$ cat src/rtl/ram_arbiter.sv
// ram_arbiter: round-robin two-port arbiter sequencing a single synchronous RAM port
module ram_arbiter #(
  parameter int ADDR_W = 4,
  parameter int DATA_W = 8,
  parameter int RD_LATENCY = 1,
  parameter int MAX_BURST = 4
) (
  input  logic              clk,
  input  logic              reset,
  input  logic              req0,
  input  logic              we0,
  input  logic [ADDR_W-1:0] addr0,
  input  logic [DATA_W-1:0] wdata0,
  input  logic              req1,
  input  logic              we1,
  input  logic [ADDR_W-1:0] addr1,
  input  logic [DATA_W-1:0] wdata1,
  input  logic              lock1,
  output logic [1:0]        gnt,
  output logic [1:0]        ack,
  output logic [DATA_W-1:0] rdata,
  output logic              cpu_stall,
  output logic              ram_en,
  output logic              ram_we,
  output logic [ADDR_W-1:0] ram_addr,
  output logic [DATA_W-1:0] ram_wdata,
  input  logic [DATA_W-1:0] ram_rdata
);
  typedef enum logic [1:0] {IDLE, ACCESS, WAIT, ACK} state_t;
  state_t      state;
  logic        last_owner;
  logic        fresh;
  logic        we_q;
  logic [1:0]  wait_cnt;
  logic [3:0]  burst_cnt;
  logic        win1;
  // fresh keeps the lock from overriding the first grant after reset, so the CPU always goes first
  assign win1 = req1 & (~req0 | ~last_owner | (lock1 & ~fresh & (burst_cnt < 4'(MAX_BURST))));
  assign cpu_stall = req0 & ~gnt[0];
  always_ff @(posedge clk) begin
    if (reset) begin
      state      <= IDLE;
      gnt        <= '0;
      ack        <= '0;
      rdata      <= '0;
      ram_en     <= 1'b0;
      ram_we     <= 1'b0;
      ram_addr   <= '0;
      ram_wdata  <= '0;
      last_owner <= 1'b1;
      fresh      <= 1'b1;
      we_q       <= 1'b0;
      wait_cnt   <= '0;
      burst_cnt  <= '0;
    end else begin
      case (state)
        IDLE: if (req0 | req1) begin
          gnt       <= win1 ? 2'b10 : 2'b01;
          ram_en    <= 1'b1;
          ram_we    <= win1 ? we1 : we0;
          we_q      <= win1 ? we1 : we0;
          ram_addr  <= win1 ? addr1 : addr0;
          ram_wdata <= win1 ? wdata1 : wdata0;
          burst_cnt <= (win1 & req0) ? burst_cnt + 4'd1 : 4'd0;
          fresh     <= 1'b0;
          state     <= ACCESS;
        end
        ACCESS: begin
          ram_en   <= 1'b0;
          ram_we   <= 1'b0;
          wait_cnt <= '0;
          ack      <= we_q ? gnt : 2'b00;
          state    <= we_q ? ACK : WAIT;
        end
        WAIT: if (wait_cnt == 2'(RD_LATENCY - 1)) begin
          rdata <= ram_rdata;
          ack   <= gnt;
          state <= ACK;
        end else begin
          wait_cnt <= wait_cnt + 2'd1;
        end
        ACK: begin
          gnt        <= '0;
          ack        <= '0;
          last_owner <= gnt[1];
          state      <= IDLE;
        end
        default: state <= IDLE;
      endcase
    end
  end
endmodule
$ cat config.mk
export PLATFORM = sky130hd
export DESIGN_NAME = ram_arbiter
export DESIGN_NICKNAME = d
export VERILOG_FILES = /design/src/rtl/ram_arbiter.sv
export SDC_FILE = /design/constraint.sdc
export NUM_CORES = 1
export LEC_CHECK = 0
export ABC_AREA = 1
export CAP_MARGIN = 20
export CORE_UTILIZATION = 44
export CTS_CLUSTER_SIZE = 14
export DETAILED_ROUTE_END_ITERATION = 6
export PLACE_DENSITY = 0.83
export SLEW_MARGIN = 5
export SYNTH_ARGS = -nofsm -noshare
export SYNTH_HDL_FRONTEND = slang
export SYNTH_SLANG_ARGS = --single-unit
$ cat constraint.sdc
create_clock -name clk -period 1.9 [get_ports clk]
set_input_delay 0.38 -clock clk [delete_from_list [all_inputs] [get_ports clk]]
set_output_delay 0.38 -clock clk [all_outputs]
set_load 0.01 [all_outputs]
### Word-level counts from Yosys, hierarchy flattened

Cells that the tools add are included.

* order comparisons: 1
* bitwise operators: 12
* equality and inequality tests: 6
* $add $sub $neg: 2
* muxes and demuxes: 20
* reduce and logical (&&, ||, !) cells: 13

Operator list (number)
* $mux 2: 7
* $reduce_and 2->1: 7
* $mux 4: 2
* $mux 8: 1
* $pmux 2 s2: 2
* $pmux 2 s4: 1
* $ne 2x2->1 const B: 3
* $pmux 2 s3: 1
* $reduce_bool 2->1: 3
* $and 1x1->1: 5
* $add 4x1->4 const B: 1
* $eq 2x2->1 const B: 2
* $logic_not 2->1: 2
* $lt 4x3->1 const B: 1
* $mux 1: 4
* $not 1->1: 4
* $pmux 1 s2: 2
* $or 1x1->1: 3
* $reduce_bool 3->1: 1
* $add 2x1->2 const B: 1
* $eq 2x1->1 const B: 1

* output and inout bits: 27
* input bits: 39
* word-level logic and storage cells: 67
* bits in registers: 37

### Depth between registers and ports, before layout

* depth after elaboration: 8
* mapped depth: 11

### Worst setup path after synthesis

OpenSTA, ideal clock, no wires.

* path type: register to register
* start point: register state[0]
* end point: register wait_cnt[1]
* setup time: 128 ps
* arrival time: 1203 ps
* stages on the path, launching flop included: 8
* setup slack: 570 ps
* cell sequence: dfxtp_1 > inv_1 > ha_1 > nand2_1 > inv_2 > nor2_1 > a2bb2oi_1 > nor2_1

* cells in the longest elaborated chain, start to end: 3

Ends and longest elaborated chain
* start: declaration: line 30 `state_t state;`
* start signal: assignment: line 73 `state <= we_q ? ACK : WAIT;`
* $eq 2x2->1 / $eq 2x1->1 (equally long branches): line 56 `case (state)`
* $ne 2x2->1 (no line) / $reduce_bool 2->1 (equally long branches)
* $reduce_and 2->1 (no line)
* end signal: assignment: line 80 `wait_cnt <= wait_cnt + 2'd1;`
* end: declaration: line 34 `logic [1:0] wait_cnt;`

Several ways; a longest one is shown, not always the timed one.
A chain may end at the register's enable or synchronous reset.

### Worst setup path after layout

* start point: input req0
* end point: output cpu_stall

* cells in the longest elaborated chain, start to end: 1

Ends and longest elaborated chain
* start: declaration: line 10 `input logic req0,`
* $and 1x1->1: line 39 `assign cpu_stall = req0 & ~gnt[0];`
* end: declaration: line 22 `output logic cpu_stall,`

No other way between the ends.

==> results by group <==
Run status
  – Status: finished, final reports clean

Route
  – DR WL/cell: 10.7 um
  – DRC viols: 0
  – Mean number of vias per cell: 4.69
  – Routed wire length: 3910 um
  – Iter 0 DRT Violations: 40
  – Met2 wire length: 1900 um
  – Routed wl met3: 366 um
  – Antenna Nets Post-Route: 0
  – Met1 wire length: between 1500 and 2000 um
  – Via count: 1716
  – Highest routed layer: met4
  – Pre-antenna DRT Iters: 4

Layout
  – P&R area growth vs syn: 45.5%
  – Cell Count, Final, Fillers Out: about 370
  – Number of fill cells: 344
  – Area taken by multi-input logic gates: slightly above 800 um^2
  – Fin nets: 363
  – Layout cells sized above 1: 7.23%
  – Final Core Density: 68.2%
  – Reg area: 741 um^2
  – Ant. Diodes: 0

CTS
  – Clock Path Buffers: 2
  – CTS H-tree lvls: 2
  – Worst skew pair latency: 290 ps
  – Post-CTS Setup Bufs: 0
  – Clk sinks: 37
  – CTS clk-pin slew, worst paths: 60 ps
  – Hold buffers post-CTS: 0
  – Cts repair resizes: 1
  – TritonCTS clock tree: done
  – CTS buffer count: 5
  – Root Driver: clkbuf_8

Pwr
  – LEAKAGE: between 1 and 1.5 nW
  – Pwr Total: about 3.5 mW
  – VDD IR-drop max: slightly above 0.7 mV
  – P per Cell Area: 1380 nW/um^2

STA
  – Min cycle time layout: 1680 ps
  – Final WS setup: 223 ps
  – Final Hold Fails: 0
  – Tightest Pin Transition: around 420 ps
  – Final setup viols: 0
  – FMAX: between 500 and 600 MHz
  – Final Slew Violations: 0
  – Worst clock skew: 6.00 ps
  – RSZ-0062 raised after global routing: false
  – Slew Limit Headroom: between 70% and 80%
  – Final Cycle Share: 88.3%

Job
  – Maximum Capacitance Violations: 0

Logic synthesis
  – Mapped Cells: 248
  – Synthesized flop and latch total: 37
  – Area contributors post-synth: dfxtp_1 43%, nand2_1 12%, nor2_1 11%, inv_1 6.0%, nand3_1 4.9%
  – Post-synth top area share: a little over two fifths
  – Post-synth top flop: dfxtp_1
  – Number of synthesized flops with an enable pin: 0
  – Commonest cells in the netlist: 55 x nand2_1, 52 x nor2_1, 37 x dfxtp_1, 28 x inv_1, 17 x nand3_1
  – Post-synthesis async set-or-reset flop share: 0%
  – Leading area contributor after synthesis: dfxtp_1
  – Post-Syn Nets: 293
  – Cell area after synthesis: between 1500 and 2000 um^2
  – Syn avg cell area: 7.02 um^2
  – Netlist cell types: 24
  – Most frequent cell after synthesis: nand2_1
  – Sequential fraction of the synthesis area: between 40% and 50%
  – YS warnings: 0

Global routing
  – First-pass GRT wire length: slightly below 7000 um
  – Total grt overflow: 0
  – Vias in the first global route: 1658
  – Largest net degree at the start of global routing: 19
  – GR Util All Layers: 21.3%
  – Initial antenna violation count: 0

Die
  – Die width: 64.9 um
  – Total Die Area: 4210 um^2
  – Height of the die: 64.9 um
  – Initial core utilization: 46.9%
  – I/O pin cnt: 66
  – Total core area: roughly 3700 um^2
  – Row cnt: 22

Placed design
  – Placement Setup Slack: -57.5 ps
  – Port bufs: 65
  – Gpl congestion: 0.786
  – DP HPWL: 2920 um
  – Inst Count DP: 359

Hold path
  – HP Class: register to register
  – Min-delay src: fresh
  – Hold Path End: fresh
  – Hold Path Stages: 2

Critical path
  – Reg2Reg Launch Point: state[0]
  – Reg2reg end: wait_cnt[1]
  – Critical path type: input port to output port
  – R2r setup slk: 380 ps
  – Critical Path Sink Type: output port
  – CP startpoint kind: input port
  – Worst Reg-to-Reg Cells: 7
  – Data required time of the critical path: 1520 ps
  – Slowest cell on crit path: clkdlybuf4s50_1
  – CP Cell Sequence: clkdlybuf4s50_1, inv_1, nor2_1, dlygate4sd2_1
  – Crit path arrival time: 1300 ps
  – Critical path peak fanout: 2
  – CP peak stage delay: 490 ps
## power by group
group          total, mW  switching [mW]  internal (mW)  leakage (nW)
Clock              0.549           0.261          0.288        0.0443
Combinational       1.75           0.897          0.854         0.822
Sequential          1.20           0.152           1.05         0.305
## worst max-delay path by stage
stage | startpoint | endpoint | slack (ps) | cells after the start
floorplan | state[0] | wait_cnt[1] | 570 | 7
global placement | req0 | cpu_stall | -60 | 4
detailed placement | req0 | cpu_stall | -60 | 4
CTS | req0 | cpu_stall | 210 | 4
global route | req0 | cpu_stall | 180 | 4
finish | req0 | cpu_stall | 220 | 4
## routing by layer
layer	global-route usage (%)	up-vias
met5	0	-
met4	7.50	0
met3	9.68	4
met2	39.6	60
met1	20.4	749
li1	-	903
## registers in the layout, summed over array words and instances, names as in the netlist
register,flops
fresh,1
wait_cnt,2
last_owner,1
ram_wdata,8
rdata,8
gnt,2
ack,2
ram_en,1
ram_we,1
burst_cnt,4
we_q,1
ram_addr,4
state,2
## metrics by stage
| step | hold WS [ps] | TNS (ps) | instance area (um^2) |
|---|---|---|---|
| 3_3_place_gp | 431 | -63.8 | 2450 |
| 3_5_place_dp | 445 | -57.5 | 2450 |
| 5_1_grt | 492 | 0 | 2530 |
| 4_1_cts | 454 | 0 | 2530 |
| 6_report | 452 | 0 | 2530 |
| 2_1_floorplan | 420 | 0 | 1740 |
## final cells by class
class | count | area share, %
Clock buffer | 7 | 3.41
Inverter | 33 | 4.89
Multi-Input combinational cell | 170 | 32.2
Sequential cell | 37 | 29.2
Tap cell | 48 | 2.37
Timing Repair Buffer | 71 | 27.9
## cell families (layout without fill, tap and decap cells)
| group | after synthesis | in the layout | synth area share, % |
|---|---|---|---|
| AOI/OAI and AO/OA | 30 | 30 | 9.05 |
| adders and majority gates | 6 | 6 | 4.31 |
| muxes | 1 | 1 | 0.575 |
| DFF | 37 | 37 | 42.5 |
| buffers and inverters | 41 | 111 | 10.6 |
| xor gates and xnor gates | 3 | 3 | 1.51 |
| and+or+nand+nor | 130 | 130 | 31.5 |
## cell usage in the layout, fill, tap and decap left out
cell type and instances:
inv_1 28, nand2_1 55, xor2_1 3, dlygate4sd2_1 1, buf_4 5, mux2i_1 1
a21oi_1 13, nor2_4 1, a21oi_2 1, o21ai_1 1, nand2_2 1, clkdlybuf4s50_1 64
nor2_1 52, buf_12 1, nor2_2 1, ha_1 6, nand3_1 17, clkbuf_1 1
inv_2 5, nand2_4 1, nand4_1 1, clkbuf_8 6, a2bb2oi_1 1, nor2_8 1
dfxtp_1 37, o21ai_0 14
## critical path, delay by kind of cell
family | cells | cell delay [ps]
buf+inv | 3 | 840
simple gates | 1 | 70
(Power assumes the default switching activity.)
